[config.mk]
export PLATFORM = sky130hd
export DESIGN_NAME = oamdma_controller
export DESIGN_NICKNAME = d
export VERILOG_FILES = /design/src/rtl/gb_pkg.sv /design/src/rtl/oamdma_controller.sv
export SDC_FILE = /design/constraint.sdc
export NUM_CORES = 1
export LEC_CHECK = 0
export ABC_AREA = 1
export CORE_MARGIN = 8
export CORE_UTILIZATION = 50
export CTS_CLUSTER_SIZE = 24
export DETAILED_ROUTE_END_ITERATION = 10
export HOLD_SLACK_MARGIN = 0.12
export PLACE_DENSITY = 0.83
export RECOVER_POWER = 25
export SYNTH_ARGS = -nofsm -noshare
export SYNTH_HDL_FRONTEND = slang
export SYNTH_SLANG_ARGS = --single-unit
[constraint.sdc]
create_clock -name clk -period 1.8 [get_ports clk]
set_clock_uncertainty 0.1 [all_clocks]
set_input_delay 0.36 -clock clk [delete_from_list [all_inputs] [get_ports clk]]
set_output_delay 0.36 -clock clk [all_outputs]
set_load 0.01 [all_outputs]
[src/rtl/gb_pkg.sv]
// Shared Game Boy definitions for the console blocks.
// Constant-only package; no logic, no latency, no flow control.
package gb_pkg;
    localparam int         OAM_LEN   = 160;
    localparam logic [6:0] IO_OAMDMA = 7'h46;

    typedef enum logic [1:0] {DMA_IDLE, DMA_SETUP, DMA_ACTIVE} oamdma_state_t;
endpackage

[src/rtl/oamdma_controller.sv]
// OAM DMA sequencer: FF46 register, source/OAM counters, start delay and restart.
// First byte two M-cycles after the FF46 write, one byte per M-strobe; hdma freezes progress.
module oamdma_controller
    import gb_pkg::*;
#(
    parameter int LEN         = OAM_LEN,
    parameter int START_DELAY = 1
) (
    input  logic        clk,
    input  logic        reset,
    input  logic        cpu_en,
    input  logic [1:0]  t,
    input  logic        hdma,
    input  logic        write,
    input  logic [7:0]  wdata,
    output logic [7:0]  rdata,
    output logic        oamdma,
    output logic [15:0] oamdma_src_addr,
    output logic [7:0]  oam_dst_addr,
    output logic        oamdma_write
);
    localparam logic [7:0] LAST_IDX = 8'(LEN - 1);
    localparam logic [7:0] DELAY_LD = 8'(START_DELAY);

    oamdma_state_t r_state, w_state_nxt;
    logic [7:0]    r_rdata, r_src_hi, r_cur_hi, r_idx, r_delay;
    logic          r_pending, r_xfer, r_oamdma;
    logic [7:0]    w_cur_hi_nxt, w_idx_nxt, w_delay_nxt, w_src_hi;
    logic          w_pending_nxt, w_xfer_nxt, w_oamdma_nxt;
    logic          w_wr, w_mstrobe, w_pend;

    assign w_wr      = write & cpu_en;
    assign w_mstrobe = cpu_en && (t == 2'd3) && !hdma;
    assign w_pend    = r_pending | w_wr;
    // Echo RAM E000-FFFF mirrors C000-DFFF.
    assign w_src_hi  = (wdata >= 8'hE0) ? wdata - 8'h20 : wdata;

    always_comb begin
        w_state_nxt   = r_state;
        w_cur_hi_nxt  = r_cur_hi;
        w_idx_nxt     = r_idx;
        w_delay_nxt   = w_wr ? DELAY_LD : r_delay;
        w_pending_nxt = w_pend;
        w_xfer_nxt    = r_xfer;
        if (w_mstrobe) begin
            // The running transfer keeps copying while a restart counts down its delay.
            if (r_xfer) begin
                if (r_idx == LAST_IDX) w_xfer_nxt = 1'b0;
                else                   w_idx_nxt  = r_idx + 8'd1;
            end
            case (r_state)
                DMA_IDLE: begin
                    if (w_pend) begin
                        w_state_nxt   = DMA_SETUP;
                        w_pending_nxt = 1'b0;
                    end
                end
                DMA_SETUP: begin
                    if (r_delay <= 8'd1) begin
                        w_state_nxt  = DMA_ACTIVE;
                        w_cur_hi_nxt = r_src_hi;
                        w_idx_nxt    = 8'd0;
                        w_xfer_nxt   = 1'b1;
                    end
                    if (!w_wr) w_delay_nxt = (r_delay == 8'd0) ? 8'd0 : r_delay - 8'd1;
                end
                DMA_ACTIVE: begin
                    if (w_pend) begin
                        w_state_nxt   = DMA_SETUP;
                        w_pending_nxt = 1'b0;
                    end else if (!w_xfer_nxt) begin
                        w_state_nxt = DMA_IDLE;
                    end
                end
                default: w_state_nxt = DMA_IDLE;
            endcase
        end
        // A restart from a busy bus keeps the takeover flag up through its setup.
        w_oamdma_nxt = w_xfer_nxt | ((w_state_nxt == DMA_SETUP) & r_oamdma);
    end

    always_ff @(posedge clk) begin
        if (reset) begin
            r_state   <= DMA_IDLE;
            r_rdata   <= 8'hFF;
            r_src_hi  <= 8'h00;
            r_cur_hi  <= 8'h00;
            r_idx     <= 8'h00;
            r_delay   <= 8'h00;
            r_pending <= 1'b0;
            r_xfer    <= 1'b0;
            r_oamdma  <= 1'b0;
        end else begin
            r_state   <= w_state_nxt;
            r_cur_hi  <= w_cur_hi_nxt;
            r_idx     <= w_idx_nxt;
            r_delay   <= w_delay_nxt;
            r_pending <= w_pending_nxt;
            r_xfer    <= w_xfer_nxt;
            r_oamdma  <= w_oamdma_nxt;
            if (w_wr) begin
                r_rdata  <= wdata;
                r_src_hi <= w_src_hi;
            end
        end
    end

    assign rdata           = r_rdata;
    assign oamdma          = r_oamdma;
    assign oamdma_src_addr = {r_cur_hi, r_idx};
    assign oam_dst_addr    = r_idx;
    assign oamdma_write    = r_xfer & w_mstrobe & ~reset;
endmodule

==> results_tabular.tex, run 1 <==
\begin{tabular}{lr}
\hline
Metric & Value \\
\hline
\multicolumn{2}{l}{\textbf{Outcome}} \\
Status & finished, final reports clean \\
\multicolumn{2}{l}{\textbf{Drt}} \\
Drt total wl & 5630 microns \\
Initial DRC Count & 104 \\
Routed Antenna Nets & 0 \\
Pre-antenna DRT Iters & 5 \\
Wirelength per Cell & 13.8 microns \\
Via count & 2,109 \\
DR DRC count & 0 \\
DR vias/cell & 5.16 \\
\multicolumn{2}{l}{\textbf{Timing}} \\
Number of hold violations in the final report & 0 \\
Actual slew at the worst max-slew pin & 0.308 ns \\
Post-route fraction of the period consumed by the critical path & 96.7\% \\
Setup violators final & 0 \\
Setup slack of the critical path after layout & 0.0603 ns \\
Period minus WS final & 1.74 ns \\
Relative max-transition margin & 79.4\% \\
Fin. max-slew vios & 0 \\
Worst hold margin & 0.347 ns \\
Highest Clock Rate & 0.575 GHz \\
\multicolumn{2}{l}{\textbf{Place}} \\
Number of I/O port buffers & 48 \\
Minimum setup slack after placement & -0.503 ns \\
Final estimated routing congestion in global placement & 0.836 \\
Detail Placement HPWL & 4010 microns \\
\multicolumn{2}{l}{\textbf{Critical path}} \\
Chain of cells forming the critical path & clkdlybuf4s50\_1 \\
Flop2flop setup slack & 0.11 ns \\
Buf+Inv Stages, Crit Path & 1 \\
Arrival time of the worst setup path & 1.28 ns \\
Source of the critical timing path & oam\_dst\_addr[1] \\
R2R depth & 8 \\
Crit end category & primary output \\
Worst setup SP type & flip-flop \\
CP endpoint & oam\_dst\_addr[1] \\
Reg2Reg Launch Point & r\_delay[1] \\
Critical path start-end classification & reg2out \\
Worst Path Max Fanout & 5 \\
Kind of cell with the highest combined delay on the critical path & buffers and inverters \\
Critical path's largest stage delay & 0.57 ns \\
Critical register-to-register path endpoint & oamdma \\
Slowest stage cell on the critical path & sky130\_fd\_sc\_hd\_\_clkdlybuf4s50\_1 \\
Critical path depth & 1 \\
Worst endpoint required time & 1.34 ns \\
\multicolumn{2}{l}{\textbf{Logic synthesis}} \\
Synthesized cell area & 2200 sq um \\
List of most frequent post-synthesis cells & 56 x sky130\_fd\_sc\_hd\_\_nand2\_1, 45 x sky130\_fd\_sc\_hd\_\_dfxtp\_1, 28 x sky130\_fd\_sc\_hd\_\_inv\_1, 26 x sky130\_fd\_sc\_hd\_\_nand3\_1 \\
Syn\_nets & 302 \\
Proportion of synthesized chip area in sequential cells & 41.0\% \\
Mean cell area of the mapped netlist & 7.80 sq um \\
Count of flip-flops with a built-in enable after synthesis & 0 \\
Area fraction of the dominant cell type after synthesis & 41.0\% \\
Most common flop cell mapped by yosys & sky130\_fd\_sc\_hd\_\_dfxtp\_1 \\
Gate Count Post-Synth & 282 \\
Synth Area in XOR/XNOR & 1.19\% \\
Yosys warning count & 0 \\
Number of distinct standard cells referenced by the synthesized netlist & 41 \\
Proportion of synthesized flip-flops having asynchronous set or reset & 0\% \\
Library cell with the largest summed area after synthesis & sky130\_fd\_sc\_hd\_\_dfxtp\_1 \\
Flop and latch count out of synthesis & 45 \\
Combinational family with the most area after synthesis & simple AND/OR/NAND/NOR gates \\
Compound-gate portion of the synthesized area & 13.8\% \\
Simple-gate share of the synthesized area & 30.9\% \\
Mux share of post-synthesis cell area & 0\% \\
Synth area leaders & sky130\_fd\_sc\_hd\_\_dfxtp\_1 41\%, sky130\_fd\_sc\_hd\_\_nand2\_1 9.6\%, sky130\_fd\_sc\_hd\_\_nand3\_1 5.9\% \\
Adder and majority gate portion of the synthesized area & 2.84\% \\
Most common cell in the synthesized netlist & sky130\_fd\_sc\_hd\_\_nand2\_1 \\
\multicolumn{2}{l}{\textbf{Clock network}} \\
Clock slew at reported path FFs & 0.09 ns \\
Clock sink total & 45 \\
Clock buffer depth & 2 \\
CTS tree & yes \\
CTS root buf & sky130\_fd\_sc\_hd\_\_clkbuf\_8 \\
Htree depth & 2 \\
Clock latency on the worst-skew pair & 0.30 ns \\
Cts bufs inserted & 5 \\
\multicolumn{2}{l}{\textbf{Pwr}} \\
PwrDens & 680 nW/um\^{}2 \\
Static Leak & 1.28 nW \\
Worst IR Drop VDD & 0.662 mV \\
\multicolumn{2}{l}{\textbf{Floorplan}} \\
Die span in y & 82.3 microns \\
Core area & 4290 sq um \\
Die ar. & 6780 sq um \\
Starting utilization of the core area & 51.2\% \\
Total I/O pin count & 49 \\
Die boundary width & 82.3 microns \\
Placement row count & 24 \\
\multicolumn{2}{l}{\textbf{Final layout}} \\
P\&R area growth vs syn & 37.3\% \\
Final nets & 376 \\
Fraction of layout instances using a drive strength above 1 & 21.6\% \\
Fillers & 358 \\
Diodes inserted & 0 \\
\multicolumn{2}{l}{\textbf{GRT}} \\
Number of global-route vias before repair & 2,006 \\
First-pass GRT wire length & 8640 microns \\
Maximum number of pins on one net before global-route repair & 17 \\
Overall Global Routing Usage & 16.0\% \\
Leftover overflow at the end of global routing & 0 \\
Number of antenna violations at the first check in global routing & 0 \\
\multicolumn{2}{l}{\textbf{Run}} \\
Max-cap violation count & 0 \\
\multicolumn{2}{l}{\textbf{Min path}} \\
Kind of path behind the tightest hold check & reg2reg \\
\hline
\end{tabular}
==> cell type report <==
class	count	area [sq um]	area share, %
clock buffers	6	72.6	2.40
repair buffers	79	712	23.6
well taps	52	65.1	2.15
clock inverters	2	38.8	1.28
flip-flops and latches	45	908	30.1
inverters	34	138	4.56
multi-input cells	191	1080	35.9
==> report_power, final <==
group	internal, mW	switching, mW
clock	0.417	0.349
sequential	1.02	0.0160
combinational	0.119	0.129
total	1.56	0.494
==> per-stage QoR <==
stage / TNS, ns / instances / util, % / cell area [sq um] / total power [mW]
6_report: 0 / 409 / 70.3 / 3020 / 2.05
5_1_grt: -0.0345 / 409 / 70.3 / 3020 / 2.12
4_1_cts: 0 / 406 / 69.6 / 2990 / 2.06
3_5_place_dp: -4.56 / 393 / 66.3 / 2850 / 1.31
3_3_place_gp: -3.72 / 393 / 66.3 / 2850 / 1.30
2_1_floorplan: 0 / 282 / - / 2200 / 1.18
==> routing by layer <==
| metal | vias to the layer above | global-route usage, % | part of all wire (%) |
|---|---|---|---|
| met3 | 12 | 3.57 | 6.9 |
| met5 | - | 0 | 0 |
| met1 | 976 | 18.1 | 43 |
| met4 | 0 | 7.89 | 2.0 |
| met2 | 57 | 27.7 | 48 |
| li1 | 1064 | - | - |
==> repair_timing <==
action / 4_1_cts / 5_1_grt
endpoints found under the hold margin: 0 / 0
cloned: 0 / 1
pin swaps: 4 / 1
hold buffers: 0 / 0
setup endpoints to repair: 3 / 19
buffers inserted: 5 / 2
gates resized for setup: 11 / 8
==> kinds of logic (layout without fill, tap and decap cells) <==
group,Yosys count,after routing
AND/OR/NAND/NOR,132,133
AO/OA/AOI/OAI,50,50
buffers and inverters,47,121
flip-flops,45,45
adder cells (fa/ha/maj),5,5
XOR/XNOR,3,3
==> worst min-delay path by stage <==
stage	startpoint	end	slack, ns	cells past startpoint
after floorplan	reset	oam_dst_addr[6]	0.33	1
after detailed placement	r_cur_hi[3]	r_cur_hi[3]	0.34	2
final	r_cur_hi[3]	r_cur_hi[3]	0.35	2
after CTS	r_cur_hi[3]	r_cur_hi[3]	0.35	2
after global routing	r_cur_hi[0]	r_cur_hi[0]	0.38	2
after global placement	r_cur_hi[3]	r_cur_hi[3]	0.34	2
==> cells in the final DEF (no fill, tap or decap), drive strengths merged, types with 3 or more instances in the layout <==
master         instances
a21oi                 23
buf                   30
clkbuf                 8
clkdlybuf4s50         40
clkinv                 4
dfxtp                 45
dlygate4sd2            4
ha                     5
inv                   31
nand2                 62
nand3                 27
nand4                  3
nor2                  30
nor3                   7
o211ai                 3
o21ai                 12
o31ai                  3
==> registers in the layout, indices dropped and copies added, names as in the netlist <==
signal        flops
r_xfer            1
rdata             8
r_src_hi          8
oam_dst_addr      8
r_cur_hi          8
r_pending         1
r_delay           8
r_state           2
oamdma            1
Note: power is estimated with default switching activity, not from simulation.
==> run 2: changes to the inputs <==
Settings changed: CORE_UTILIZATION 50 to 45, CTS_CLUSTER_SIZE 24 to 16, GPL_TIMING_DRIVEN from default to 0, PLACE_DENSITY 0.83 to 0.77.
==> results_tabular.tex, run 2 (synthesis results as in run 1) <==
\begin{tabular}{lr}
\hline
Metric & Value \\
\hline
\multicolumn{2}{l}{\textbf{Outcome}} \\
Status & complete, but fails checks \\
Violated checks & setup timing \\
\multicolumn{2}{l}{\textbf{Final layout}} \\
Commonest non-fill, non-tap cell in the layout & sky130\_fd\_sc\_hd\_\_nand2\_1 \\
Final nets & 363 (-3.5\%) \\
Most frequent cells in the layout & 56 x sky130\_fd\_sc\_hd\_\_nand2\_1, 41 x sky130\_fd\_sc\_hd\_\_clkdlybuf4s50\_1, 39 x sky130\_fd\_sc\_hd\_\_dfxtp\_1, 26 x sky130\_fd\_sc\_hd\_\_inv\_1, 26 x sky130\_fd\_sc\_hd\_\_nand3\_1 \\
Fraction of layout instances using a drive strength above 1 & 18.3\% (-3.3 points) \\
P\&R area growth vs syn & 32.1\% \\
Sequential cell area in the final layout & 916 sq um (+0.83\%) \\
Post-route cell area & 2910 sq um (-3.8\%) \\
Fillers & 429 (+20\%) \\
Diodes inserted & 0 (unchanged) \\
Area taken by multi-input logic gates & 1060 sq um (-1.8\%) \\
\multicolumn{2}{l}{\textbf{GRT}} \\
Number of antenna violations at the first check in global routing & 0 (unchanged) \\
Maximum number of pins on one net before global-route repair & 15 (-2) \\
Overall Global Routing Usage & 14.3\% (-1.7 points) \\
First-pass GRT wire length & 8550 microns (-1.0\%) \\
Leftover overflow at the end of global routing & 0 (unchanged) \\
Number of global-route vias before repair & 1,936 (-3.5\%) \\
\multicolumn{2}{l}{\textbf{Clock network}} \\
Clock latency on the worst-skew pair & 0.29 ns (about the same) \\
CTS tree & yes \\
Clock slew at reported path FFs & 0.09 ns (about the same) \\
Htree depth & 2 (unchanged) \\
Clock buffer depth & 2 (unchanged) \\
Clock sink total & 45 (unchanged) \\
Cts bufs inserted & 5 (unchanged) \\
CTS root buf & sky130\_fd\_sc\_hd\_\_clkbuf\_8 \\
Number of buffers inserted by hold repair at cts & 0 (unchanged) \\
\multicolumn{2}{l}{\textbf{Place}} \\
Placement-stage cell area & 2760 sq um (-3.0\%) \\
Detail Placement HPWL & 3780 microns (-5.8\%) \\
Number of I/O port buffers & 48 (unchanged) \\
Final estimated routing congestion in global placement & 0.792 (-5.3\%) \\
\multicolumn{2}{l}{\textbf{Min path}} \\
Kind of path behind the tightest hold check & reg2reg \\
\multicolumn{2}{l}{\textbf{Critical path}} \\
Crit end category & primary output \\
Arrival time of the worst setup path & 1.35 ns (+0.07 ns) \\
Worst Path Max Fanout & 2 (-3) \\
Critical path start-end classification & in2out \\
Worst setup SP type & input port \\
Worst endpoint required time & 1.34 ns (about the same) \\
\multicolumn{2}{l}{\textbf{Drt}} \\
Routed Antenna Nets & 0 (unchanged) \\
Drt total wl & 5080 microns (-9.9\%) \\
DR vias/cell & 4.96 (-3.7\%) \\
Initial DRC Count & 65 (-38\%) \\
DR DRC count & 0 (unchanged) \\
Via count & 2,040 (-3.3\%) \\
Pre-antenna DRT Iters & 4 (-1) \\
Wirelength per Cell & 12.4 microns (-10\%) \\
\multicolumn{2}{l}{\textbf{Timing}} \\
Fin. max-slew vios & 0 (unchanged) \\
Worst hold margin & 0.346 ns (-0.00105 ns) \\
Post-route fraction of the period consumed by the critical path & 100\% (+3.7 points) \\
Setup slack of the critical path after layout & -0.00714 ns (-0.0674 ns) \\
Period minus WS final & 1.81 ns (+0.0674 ns) \\
Setup violators final & 2 (+2) \\
Number of hold violations in the final report & 0 (unchanged) \\
Relative max-transition margin & 70.4\% (-9.0 points) \\
Actual slew at the worst max-slew pin & 0.444 ns (+0.136 ns) \\
Unrepaired setup endpoints after global routing & true \\
Highest Clock Rate & 0.553 GHz (-3.7\%) \\
\multicolumn{2}{l}{\textbf{Run}} \\
Max-cap violation count & 0 (unchanged) \\
\multicolumn{2}{l}{\textbf{Pwr}} \\
Worst IR Drop VDD & 0.508 mV (-23\%) \\
Static Leak & 1.24 nW (-3.4\%) \\
PwrDens & 643 nW/um\^{}2 (-5.5\%) \\
\multicolumn{2}{l}{\textbf{Floorplan}} \\
Core area & 4720 sq um (+10\%) \\
Die span in y & 85.9 microns (+4.4\%) \\
Die boundary width & 85.9 microns (+4.4\%) \\
Starting utilization of the core area & 46.6\% (-4.7 points) \\
Total I/O pin count & 49 (unchanged) \\
Placement row count & 25 (+4.2\%) \\
Die ar. & 7380 sq um (+8.9\%) \\
\hline
\end{tabular}
-- run 2: cell count changes in the layout (fill, tap and decap cells not counted), sizes merged, moves of 2 or more --
cell           change
buf               -14
clkbuf             +2
clkdlybuf4s25      -2
clkinvlp           +2
dlymetal6s2s       +3
-- run 2: area by class of cell --
type                       instances  area share, %
tap                               67           2.89
clock inverter                     2          0.517
buffer                            13           3.14
clock buffer                       6           2.50
inverter                          34           4.74
multi-input combinational        190           36.6
timing repair buffer              54           18.0
sequential                        45           31.5
-- run 2: layer usage --
metal,wire length (microns),track usage (%),vias to the layer above
met4,90,7.64,0
li1,-,-,1044
met5,0,0,-
met1,2220,15.1,941
met2,2510,25.8,50
met3,250,2.96,5
-- run 2: worst paths after layout --
| check | from | endpoint | slack (ns) | depth (start not counted) |
|---|---|---|---|---|
| worst min-delay path | r_cur_hi[2] | r_cur_hi[2] | 0.35 | 2 |
| worst max-delay path | t[1] | oamdma_write | -0.007 | 8 |
| worst min register to register | r_cur_hi[2] | r_cur_hi[2] | 0.35 | 2 |
| worst max register to register | r_delay[0] | r_cur_hi[6] | 0.11 | 7 |
-- run 2: repair_timing --
| action | 4_1_cts | 5_1_grt |
|---|---|---|
| setup buffers | 5 | 1 |
| gates resized for setup | 20 | 9 |
| pin swaps | 3 | 1 |
| endpoints found under the setup margin | 10 | 22 |
-- run 2: power by group --
| part | switching [mW] | internal, mW | total (mW) |
|---|---|---|---|
| sequential | 0.0198 | 1.02 | 1.04 |
| combinational | 0.115 | 0.0997 | 0.215 |
| clock | 0.340 | 0.274 | 0.613 |
| total | 0.474 | 1.39 | 1.87 |
-- run 2: worst max-delay path, stage by stage --
cell	delay, ns
sky130_fd_sc_hd__clkdlybuf4s50_1	0.45
sky130_fd_sc_hd__nand2_1	0.05
sky130_fd_sc_hd__inv_2	0.07
sky130_fd_sc_hd__nand2_4	0.06
sky130_fd_sc_hd__nor2_4	0.10
sky130_fd_sc_hd__inv_2	0.04
sky130_fd_sc_hd__nor2_1	0.07
sky130_fd_sc_hd__buf_2	0.13
-- run 2: stage by stage --
step	setup TNS (ns)	setup WS [ns]	power, mW	util [%]	cells
global placement	-4.37	-0.760	1.28	58.5	397
floorplan	0	0.208	1.18	-	282
finish	-0.00890	-0.00714	1.87	61.5	411
CTS	-0.0276	-0.0276	1.89	61.4	410
global route	-0.305	-0.0753	1.96	61.5	411
detailed placement	-5.02	-0.758	1.28	58.5	397
==> run 3: changes to the inputs <==
Settings changed: CORE_UTILIZATION 45 to 50, PLACE_DENSITY 0.77 to 0.83.
==> results_tabular.tex, run 3 (synthesis results as in run 1) <==
\begin{tabular}{lr}
\hline
Metric & Value \\
\hline
\multicolumn{2}{l}{\textbf{Outcome}} \\
Status & finished, final reports clean \\
\multicolumn{2}{l}{\textbf{Min path}} \\
Kind of path behind the tightest hold check & reg2reg \\
Worst Hold Path EP & r\_cur\_hi[4] \\
Instance count along the most critical hold path & 2 (unchanged) \\
Origin of the worst min-delay path & r\_cur\_hi[4] \\
\multicolumn{2}{l}{\textbf{Clock network}} \\
Clock buffer depth & 2 (unchanged) \\
Cts bufs inserted & 5 (unchanged) \\
Clock sink total & 45 (unchanged) \\
Htree depth & 2 (unchanged) \\
CTS tree & yes \\
Clock slew at reported path FFs & 0.10 ns (about the same) \\
CTS root buf & sky130\_fd\_sc\_hd\_\_clkbuf\_8 \\
Clock latency on the worst-skew pair & 0.31 ns (+0.02 ns) \\
\multicolumn{2}{l}{\textbf{Final layout}} \\
Post-Route Utilization & 68.2\% (+6.6 points) \\
Fillers & 374 (-13\%) \\
Most frequent cells in the layout & 56 x sky130\_fd\_sc\_hd\_\_nand2\_1, 39 x sky130\_fd\_sc\_hd\_\_clkdlybuf4s50\_1, 35 x sky130\_fd\_sc\_hd\_\_dfxtp\_1, 26 x sky130\_fd\_sc\_hd\_\_inv\_1, 26 x sky130\_fd\_sc\_hd\_\_nand3\_1 \\
Fraction of layout instances using a drive strength above 1 & 20.0\% (+1.7 points) \\
Sequential cell area in the final layout & 931 sq um (+1.6\%) \\
Cell Count, Final, Fillers Out & 397 (-3.4\%) \\
Diodes inserted & 0 (unchanged) \\
Post-route cell area & 2930 sq um (+0.73\%) \\
P\&R area growth vs syn & 33.0\% \\
Area taken by multi-input logic gates & 1070 sq um (+0.71\%) \\
Final nets & 364 (+0.28\%) \\
Commonest non-fill, non-tap cell in the layout & sky130\_fd\_sc\_hd\_\_nand2\_1 \\
\multicolumn{2}{l}{\textbf{Place}} \\
Number of instances in the placed design & 382 (-3.8\%) \\
Placement-stage cell area & 2750 sq um (-0.68\%) \\
Final estimated routing congestion in global placement & 0.814 (+2.8\%) \\
Detail Placement HPWL & 3810 microns (+0.92\%) \\
Number of I/O port buffers & 48 (unchanged) \\
\multicolumn{2}{l}{\textbf{Pwr}} \\
Cell-internal power & 1.40 mW (+0.37\%) \\
PwrDens & 654 nW/um\^{}2 (+1.7\%) \\
Switching Power & 0.515 mW (+8.7\%) \\
Static Leak & 1.26 nW (+1.7\%) \\
Switching fraction of total power & 26.9\% (+1.5 points) \\
Clock power frac & 34.6\% (+1.8 points) \\
Design Power & 1.91 mW (+2.5\%) \\
Seq pwr share & 54.0\% (-1.7 points) \\
Worst IR Drop VDD & 0.686 mV (+35\%) \\
Combinational cell fraction of total power & 11.4\% (about the same) \\
\multicolumn{2}{l}{\textbf{Drt}} \\
Pre-antenna DRT Iters & 4 (unchanged) \\
Initial DRC Count & 63 (-3.1\%) \\
DR DRC count & 0 (unchanged) \\
Drt total wl & 5160 microns (+1.6\%) \\
Via count & 2,037 (-0.15\%) \\
DR vias/cell & 5.13 (+3.4\%) \\
Wirelength per Cell & 13.0 microns (+5.2\%) \\
Routed Antenna Nets & 0 (unchanged) \\
\multicolumn{2}{l}{\textbf{Critical path}} \\
Arrival time of the worst setup path & 1.30 ns (-0.05 ns) \\
Flop2flop setup slack & 0.08 ns (-0.03 ns) \\
R2R depth & 7 (unchanged) \\
Reg2Reg Launch Point & r\_delay[0] \\
Worst setup SP type & flip-flop \\
Worst Path Max Fanout & 5 (+3) \\
Crit end category & primary output \\
Worst endpoint required time & 1.34 ns (about the same) \\
Critical path start-end classification & reg2out \\
Critical register-to-register path endpoint & r\_cur\_hi[6] \\
\multicolumn{2}{l}{\textbf{Timing}} \\
Setup violators final & 0 (-2) \\
Actual slew at the worst max-slew pin & 0.476 ns (+0.0324 ns) \\
Highest Clock Rate & 0.567 GHz (+2.4\%) \\
Number of hold violations in the final report & 0 (unchanged) \\
Post-route fraction of the period consumed by the critical path & 98.0\% (-2.4 points) \\
Fin. max-slew vios & 0 (unchanged) \\
Period minus WS final & 1.76 ns (-0.0424 ns) \\
Relative max-transition margin & 68.3\% (-2.2 points) \\
Setup TNS & 0 ns (+0.00890 ns) \\
\multicolumn{2}{l}{\textbf{GRT}} \\
Number of antenna violations at the first check in global routing & 0 (unchanged) \\
Overall Global Routing Usage & 15.3\% (+0.97 points) \\
Maximum number of pins on one net before global-route repair & 17 (+2) \\
Number of global-route vias before repair & 1,873 (-3.3\%) \\
Leftover overflow at the end of global routing & 0 (unchanged) \\
First-pass GRT wire length & 8200 microns (-4.0\%) \\
\multicolumn{2}{l}{\textbf{Floorplan}} \\
Die ar. & 6780 sq um (-8.2\%) \\
Starting utilization of the core area & 51.2\% (+4.7 points) \\
Die boundary width & 82.3 microns (-4.2\%) \\
Core area & 4290 sq um (-9.1\%) \\
Die span in y & 82.3 microns (-4.2\%) \\
Total I/O pin count & 49 (unchanged) \\
Placement row count & 24 (-4.0\%) \\
\multicolumn{2}{l}{\textbf{Run}} \\
Max-cap violation count & 0 (unchanged) \\
\hline
\end{tabular}
-- run 3: cell type report --
class	count	area share [%]
plain buffers	13	3.33
well taps	52	2.22
multi-input cells	190	36.6
clock inverters	3	0.855
flip-flops and latches	45	31.8
clock buffers	5	2.35
inverters	34	4.70
repair buffers	55	18.1
-- run 3: through the flow --
| step | hold slack, ns | worst slack, ns |
|---|---|---|
| 2_1_floorplan | 0.329 | 0.208 |
| 3_3_place_gp | 0.336 | -0.712 |
| 3_5_place_dp | 0.344 | -0.717 |
| 4_1_cts | 0.358 | 0.00323 |
| 5_1_grt | 0.372 | -0.00469 |
| 6_report | 0.355 | 0.0352 |
-- run 3: worst max-delay path, stage by stage, from the launching register on --
cell                              delay, ns
sky130_fd_sc_hd__dfxtp_4               0.38
sky130_fd_sc_hd__buf_4                 0.10
sky130_fd_sc_hd__clkdlybuf4s50_1       0.52
-- run 3: worst max path at each step --
stage / startpoint / endpoint / slack, ns / cells after the start
floorplan: r_delay[0] / r_cur_hi[6] / 0.21 / 7
global placement: reset / oamdma_write / -0.71 / 4
detailed placement: reset / oamdma_write / -0.72 / 4
CTS: oam_dst_addr[6] / oamdma_src_addr[6] / 0.003 / 2
global route: oam_dst_addr[4] / oamdma_src_addr[4] / -0.005 / 2
finish: oam_dst_addr[4] / oamdma_src_addr[4] / 0.04 / 2
-- run 3: power groups by stage --
stage | registers (mW) | logic [mW] | clock network, mW
3_3_place_gp | 1.06 | 0.208 | 0
5_1_grt | 1.04 | 0.241 | 0.710
4_1_cts | 1.04 | 0.220 | 0.673
6_report | 1.03 | 0.218 | 0.662
2_1_floorplan | 1.07 | 0.111 | 0
3_5_place_dp | 1.07 | 0.214 | 0
-- run 3: per-layer routing --
layer / track usage (%) / up-vias / share of wire, %
met3: 4.22 / 7 / 6.3
met1: 17.3 / 940 / 43
met5: 0 / - / 0
met4: 5.26 / 0 / 1.1
li1: - / 1046 / -
met2: 26.8 / 44 / 50
-- run 3: repair_timing --
item | CTS | global route
setup buffers | 5 | 2
gates resized for setup | 26 | 8
hold buffers | 0 | 0
pin swaps | 5 | 0
setup endpoints to repair | 12 | 19
hold endpoints to repair | 0 | 0
